<file path="src/rtl/mem_access_ctrl.sv">
// mem_access_ctrl
// ---------------
// Multicycle sequencer for data-memory accesses (lw/lh/lb loads, sw/sh/sb
// stores). One request is accepted at a time from the main control unit.
// The sequencer drives a synchronous data memory whose read data is valid
// MEM_LAT cycles after the read-strobe cycle. Half/byte stores are done as
// read-modify-write, with the sub-word operand in the low lanes.
//
// Ports:
//   clk         system clock, rising edge
//   reset       asynchronous active-low reset
//   start       request strobe, only looked at while idle
//   op          0 lw, 1 lh, 2 lb, 4 sw, 5 sh, 6 sb (3 and 7 are illegal)
//   addr        byte address, captured with start
//   store_data  store operand, captured with start
//   mem_rdata   memory read data
//   mem_addr    memory address (holds until the next accepted request)
//   mem_re      memory read strobe
//   mem_we      memory write strobe
//   mem_wdata   memory write data
//   load_data   captured read word for the load-extension unit
//   load_op     load-extension select: 0 word, 1 half, 2 byte
//   load_en     one-cycle pulse, load result valid
//   busy        request in progress
//   done        one-cycle completion pulse
//   op_err      illegal-op flag, pulses together with done
//
// Every output is a flop. Each output is set on the edge that enters the
// state it belongs to, so the output is high exactly while the FSM sits in
// that state.
module mem_access_ctrl #(
    parameter int unsigned MEM_LAT = 1
) (
    input  logic        clk,
    input  logic        reset,
    input  logic        start,
    input  logic [2:0]  op,
    input  logic [31:0] addr,
    input  logic [31:0] store_data,
    input  logic [31:0] mem_rdata,
    output logic [31:0] mem_addr,
    output logic        mem_re,
    output logic        mem_we,
    output logic [31:0] mem_wdata,
    output logic [31:0] load_data,
    output logic [1:0]  load_op,
    output logic        load_en,
    output logic        busy,
    output logic        done,
    output logic        op_err
);

    typedef enum logic [2:0] {
        S_IDLE,
        S_READ,
        S_WAIT,
        S_FMT,
        S_WRITE,
        S_DONE
    } state_t;

    localparam logic [3:0] CNT_INIT = 4'(MEM_LAT - 1);

    state_t      state_q;
    logic [2:0]  op_q;
    logic [31:0] sdata_q;
    logic [3:0]  cnt_q;
    logic [31:0] mem_addr_q;
    logic        mem_re_q;
    logic        mem_we_q;
    logic [31:0] mem_wdata_q;
    logic [31:0] load_data_q;
    logic [1:0]  load_op_q;
    logic        load_en_q;
    logic        busy_q;
    logic        done_q;
    logic        op_err_q;

    always_ff @(posedge clk or negedge reset) begin
        if (!reset) begin
            state_q     <= S_IDLE;
            op_q        <= 3'd0;
            sdata_q     <= 32'd0;
            cnt_q       <= 4'd0;
            mem_addr_q  <= 32'd0;
            mem_re_q    <= 1'b0;
            mem_we_q    <= 1'b0;
            mem_wdata_q <= 32'd0;
            load_data_q <= 32'd0;
            load_op_q   <= 2'd0;
            load_en_q   <= 1'b0;
            busy_q      <= 1'b0;
            done_q      <= 1'b0;
            op_err_q    <= 1'b0;
        end else begin
            // Strobes default low; only the state-entry edge raises them.
            mem_re_q  <= 1'b0;
            mem_we_q  <= 1'b0;
            load_en_q <= 1'b0;
            done_q    <= 1'b0;
            op_err_q  <= 1'b0;
            case (state_q)
                S_IDLE: begin
                    if (start) begin
                        op_q       <= op;
                        sdata_q    <= store_data;
                        mem_addr_q <= addr;
                        busy_q     <= 1'b1;
                        case (op)
                            3'd4: begin
                                // A full-word store needs no read.
                                state_q     <= S_WRITE;
                                mem_we_q    <= 1'b1;
                                mem_wdata_q <= store_data;
                            end
                            3'd0, 3'd1, 3'd2, 3'd5, 3'd6: begin
                                state_q  <= S_READ;
                                mem_re_q <= 1'b1;
                            end
                            default: begin
                                // Illegal op: no memory traffic at all.
                                state_q  <= S_DONE;
                                done_q   <= 1'b1;
                                op_err_q <= 1'b1;
                            end
                        endcase
                    end
                end
                S_READ: begin
                    cnt_q   <= CNT_INIT;
                    state_q <= S_WAIT;
                end
                S_WAIT: begin
                    if (cnt_q == 4'd0) begin
                        load_data_q <= mem_rdata;
                        if (op_q[2]) begin
                            // Merge from mem_rdata directly: it is the same
                            // word being captured into load_data this edge.
                            state_q     <= S_WRITE;
                            mem_we_q    <= 1'b1;
                            mem_wdata_q <= (op_q == 3'd5) ?
                                           {mem_rdata[31:16], sdata_q[15:0]} :
                                           {mem_rdata[31:8],  sdata_q[7:0]};
                        end else begin
                            state_q   <= S_FMT;
                            load_en_q <= 1'b1;
                            load_op_q <= op_q[1:0];
                        end
                    end else begin
                        cnt_q <= cnt_q - 4'd1;
                    end
                end
                S_FMT, S_WRITE: begin
                    state_q <= S_DONE;
                    done_q  <= 1'b1;
                end
                S_DONE: begin
                    state_q <= S_IDLE;
                    busy_q  <= 1'b0;
                end
                default: begin
                    state_q <= S_IDLE;
                    busy_q  <= 1'b0;
                end
            endcase
        end
    end

    assign mem_addr  = mem_addr_q;
    assign mem_re    = mem_re_q;
    assign mem_we    = mem_we_q;
    assign mem_wdata = mem_wdata_q;
    assign load_data = load_data_q;
    assign load_op   = load_op_q;
    assign load_en   = load_en_q;
    assign busy      = busy_q;
    assign done      = done_q;
    assign op_err    = op_err_q;

endmodule
</file>
<file path="config.mk">
export PLATFORM = sky130hd
export DESIGN_NAME = mem_access_ctrl
export DESIGN_NICKNAME = d
export VERILOG_FILES = /design/src/rtl/mem_access_ctrl.sv
export SDC_FILE = /design/constraint.sdc
export NUM_CORES = 1
export LEC_CHECK = 0
export ABC_AREA = 1
export BUFFER_PORTS_ARGS = -buffer_cell sky130_fd_sc_hd__buf_2
export CORE_ASPECT_RATIO = 0.8
export CORE_MARGIN = 10
export CORE_UTILIZATION = 45
export CTS_BUF_LIST = sky130_fd_sc_hd__clkbuf_8
export CTS_CLUSTER_DIAMETER = 120
export CTS_CLUSTER_SIZE = 10
export DETAILED_ROUTE_END_ITERATION = 12
export GPL_TIMING_DRIVEN = 1
export PLACE_DENSITY = 0.7
export SYNTH_ARGS = -nofsm -noshare
export SYNTH_HDL_FRONTEND = slang
export SYNTH_SLANG_ARGS = --single-unit
</file>
<file path="constraint.sdc">
create_clock -name clk -period 3.9 [get_ports clk]
set_input_delay 0.585 -clock clk [delete_from_list [all_inputs] [get_ports clk]]
set_output_delay 0.585 -clock clk [all_outputs]
set_load 0.02 [all_outputs]
</file>
# Word level (Yosys, flattened, before mapping)
# Cells that the tools add are included.
dict set report op_classes {
  addsub 1
  eq_ne 15
  muxes 30
  bitwise_logic 2
  reduce_logical 16
}
# op count
set op_table {}
lappend op_table {{two-way mux 32 bit} 4}
lappend op_table {{one-hot mux 32 bit (2 select lines)} 1}
lappend op_table {{two-way mux 16 bit} 1}
lappend op_table {{== test 3 bit, second input constant} 5}
lappend op_table {{two-way mux 1 bit} 14}
lappend op_table {{one-hot mux 3 bit (4 select lines)} 1}
lappend op_table {{AND reduction 2 bit} 5}
lappend op_table {{== test 3 x 2 -> 1 bit, second input constant} 3}
lappend op_table {{two-way mux 3 bit} 3}
lappend op_table {{inequality test 2 bit, second input constant} 4}
lappend op_table {{one-hot mux 4 bit (2 select lines)} 1}
lappend op_table {{== test 3 x 1 -> 1 bit, second input constant} 2}
lappend op_table {{logical NOT 3 bit} 2}
lappend op_table {{one-hot mux 1 bit (2 select lines)} 3}
lappend op_table {{one-hot mux 3 bit (2 select lines)} 1}
lappend op_table {{OR reduction 6 bit} 1}
lappend op_table {{AND reduction 5 bit} 1}
lappend op_table {{OR reduction 5 bit} 1}
lappend op_table {{logical NOT 4 bit} 1}
lappend op_table {{two-way mux 4 bit} 1}
lappend op_table {{nonzero test 2 bit} 2}
lappend op_table {{OR reduction 4 bit} 1}
lappend op_table {{subtractor 4 x 1 -> 4 bit, second input constant} 1}
lappend op_table {{AND reduction 3 bit} 1}
lappend op_table {{other kinds (3)} 4}
dict set report word_totals {
  ff_bits 130
  in_bits 102
  wordCells 78
}

# Logic depth before layout (Yosys ltp)
dict set report logic_depth {
  depth_word 5
  mapped_depth 9
}

# Least setup slack after synthesis
# No wires, ideal clock.
dict set report synth_path {
  path_kind {flip-flop to flip-flop}
  from {register cnt_q[0]}
  to {register load_data_q[0] (netlist: load_data[0])}
  arrival_time_ps 1377
  t_required_ps 3783
  path_slack_ps 2406
  path_stages_with_launch 10
  period_less_slack_ps 1494
  cell_sequence {dfrtp_1 -> inv_1 -> ha_1 -> nand3_1 -> inv_2 -> nand2_2 -> buf_4 -> buf_6 -> nand2_1 -> nand2_1}
}
dict set report synth_via {
  elab_chain_len 2
}
# item line
set synth_rtl {}
lappend synth_rtl {{start, declared} 67} ;# logic [3:0] cnt_q;
lappend synth_rtl {{start signal, assigned} 150} ;# cnt_q <= cnt_q - 4'd1;
lappend synth_rtl {{logical NOT 4 bit} 134} ;# if (cnt_q == 4'd0) begin
lappend synth_rtl {{AND reduction 2 bit (no line)} -}
lappend synth_rtl {{end signal, assigned} 135} ;# load_data_q <= mem_rdata;
lappend synth_rtl {{end, declared} 72} ;# logic [31:0] load_data_q;
# No other way between the ends.
# A chain may end at the register's enable or synchronous reset.

# Worst setup path in the final report
dict set report layout_path {
  from {register state_q[0]}
  to {register load_op_q[1] (netlist: load_op[1])}
}
dict set report layout_via {
  elab_chain_len 2
}
# item line
set layout_rtl {}
lappend layout_rtl {{start, declared} 64} ;# state_t state_q;
lappend layout_rtl {{start signal, assigned} 81} ;# state_q <= S_IDLE;
lappend layout_rtl {{start signal, assigned} 112} ;# state_q <= S_WRITE;
lappend layout_rtl {{start signal, assigned} 117} ;# state_q <= S_READ;
lappend layout_rtl {{== test 3 x 2 -> 1 bit} 102} ;# case (state_q)
lappend layout_rtl {{AND reduction 3 bit (no line)} -}
lappend layout_rtl {{end signal, assigned} 147} ;# load_op_q <= op_q[1:0];
lappend layout_rtl {{end, declared} 73} ;# logic [1:0] load_op_q;
# No other way between the ends.

==> out/metrics.cfg <==
[floorplan]
core_area_um2=12200
die_w_um=144
die_area_um2=17300
io_pins=206
start_util=0.458
die_height_um=119
rows=36

[clocking]
cts_resized=0
cts-root-buf=clkbuf_8
clkTransAtPathRegs_ns=0.08
cts_buffer_depth=2
post_cts_buffers=0
cts_buffers=17
clock-sinks=130
cts_tree=built
insertion_delay_ns=0.44
holdBufCountCts=0
cts_max_level=4

[placed_design]
gp_congestion=0.837
portBuffers=205
dp_hpwl_um=11300
placed_cell_area_um2=6640
placed_cells=997

[route]
wl_um=16000
dr.pass1.iters=6
wl_per_cell_um=15.5
drt_iter0_drc=379
vias=4950
drcViolationCount=0
via_per_inst=4.81
antenna_left=0

[timing]
tightestPinTransition_ns=1.01
timing_hold_violations_final=0
clock_skew_ns=0.0130
fmax_mhz=397
fin_setup_tns_ns=0
timing.slew.headroom=0.326
hold_slack_ns=0.227
setup_violations=0
grt_setup_unrepaired=false
final.min_clock_period_ns=2.52
fin_crit_sh=0.645
finalMaxSlewViolations=0

[flow_run]
maxCapViolCount=0

[layout]
ff_latch_area_um2=3250
drive_gt1_frac=0.291
nNetsFinal=967
fill_cells=1168
fin_area_um2=7050
area_growth_pct=26.6
fin_cells=1030
multi_input_area_um2=1940

[critical_path]
crit_chain=nor2_4 > nand2_4 > inv_4 > nand2_2 > o21ai_0 > nand2_1
setup.worst_path.start_class=flop
critPathKind=flop to flop
critPathRequiredTime_ns=4.22
end_kind=flop
critPathMaxStageDelay_ns=0.65
crit_path_max_fanout=59
crit_slowest_cell=nand2_2
arrival_ns=2.83

[power_and_ir_drop]
power.density_nw_per_um2=870
p_total_mw=6.14
vdd_drop_max_v=0.000393
p_leak_nw=4.07

[run_status]
status=finished, final reports clean

[yosys]
avgSynthCellArea_um2=8.32
yosysWarnings=0
synth-seq-cells=130
syn-num-nets=772
syn_inst=669
synth.cell_area_um2=5570
synth_cell_type_count=25
yosysSeqAreaShare=0.584

[global_routing]
grt_usage=0.188
first_global_vias=5023
grt_pass1_wl_um=26000
antenna_found_initial=2
overflow=0
grt_start_max_net_pins=109

[hold_path]
hold_class=input port to async pin

[stage by stage]
stage                      util  setup WS [ns]
after floorplan               -           2.41
after global placement    0.546           1.39
after detailed placement  0.546           1.35
after CTS                 0.580           1.35
after global routing      0.580          0.937
final                     0.580           1.38
[routing by layer]
layer,up-vias,GRT usage,part of all wire
li1,2479,-,-
met5,-,0,0.0011
met2,192,0.275,0.43
met3,17,0.0903,0.12
met1,2260,0.246,0.44
met4,2,0.0448,0.010
[logic make-up after synthesis]
logic type,count (synthesis),synth area share
AOI/OAI and AO/OA,78,0.0708
xor gates and xnor gates,1,0.00157
adders and majority gates,1,0.00225
buffers and inverters,86,0.0672
DFF,130,0.584
and+or+nand+nor,373,0.274
[sequential cells by signal (all words and copies together), names as in the netlist, 2 cells and up]
| register | count |
|---|---|
| load_data | 32 |
| mem_addr | 32 |
| cnt_q | 4 |
| state_q | 3 |
| op_q | 3 |
| load_op | 2 |
| mem_wdata | 32 |
| sdata_q | 16 |
[critical path, delay by kind of cell (launching register included)]
family | cells | cell delay (ns)
flops | 1 | 0.43
simple gates | 4 | 1.15
compound gates | 1 | 0.39
buf+inv | 1 | 0.42
[Yosys cell counts]
cell,instances,area (um2)
clkbuf_1,15,56.3
nand3_4,1,17.5
o22ai_1,1,6.26
o21ai_0,67,335
buf_4,1,7.51
dfrtp_1,130,3250
ha_1,1,12.5
nand3_1,53,265
nand3_2,1,10.0
nor2_2,2,12.5
inv_2,5,18.8
buf_2,12,60.1
nor2_4,1,11.3
inv_4,1,6.26
nand2_1,299,1120
o21ai_1,8,40.0
a21oi_1,1,5.00
buf_6,4,45.0
nand2_2,1,6.26
xnor2_1,1,8.76
inv_1,48,180
nand2_4,3,33.8
nor3_1,1,5.00
o21a_1,1,7.51
nor2_1,11,41.3
[layout make-up]
class                           count  share of cell area
Timing Repair Buffer              208               0.150
Multi-Input combinational cell    453               0.275
Inverter                           54              0.0291
Clock buffer                       18              0.0351
Clock inverter                     14              0.0222
Antenna cell                        1            0.000355
Tap cell                          152              0.0270
Sequential cell                   130               0.461
[cells in the final DEF (no fill, tap or decap), drive strengths merged]
master      n
a21oi       1
buf       208
bufinv      2
clkbuf     18
clkinv      5
clkinvlp    4
dfrtp     130
diode       1
ha          1
inv        57
nand2     303
nand3      55
nor2       14
nor3        1
o21a        1
o21ai      75
o22ai       1
xnor2       1
[report_power, final]
group	leakage, nW	internal (mW)	total, mW	switching, mW
logic	2.26	0.840	2.64	1.80
registers	1.62	1.98	2.34	0.355
clock network	0.192	0.592	1.16	0.564
[final timing paths]
check / startpoint / to / slack (ns) / depth (start not counted)
min: reset / sdata_q[10] / 0.23 / 1
max in group asynchronous: reset / mem_addr[21] / 2.70 / 2
max: state_q[0] / load_op[1] / 1.38 / 6
max reg2reg: state_q[0] / load_op[1] / 1.38 / 6
min reg2reg: load_data[2] / load_data[2] / 0.47 / 2
min in group clk: addr[17] / mem_addr[17] / 0.34 / 3
No activity file was read; power rests on OpenSTA's default activity.
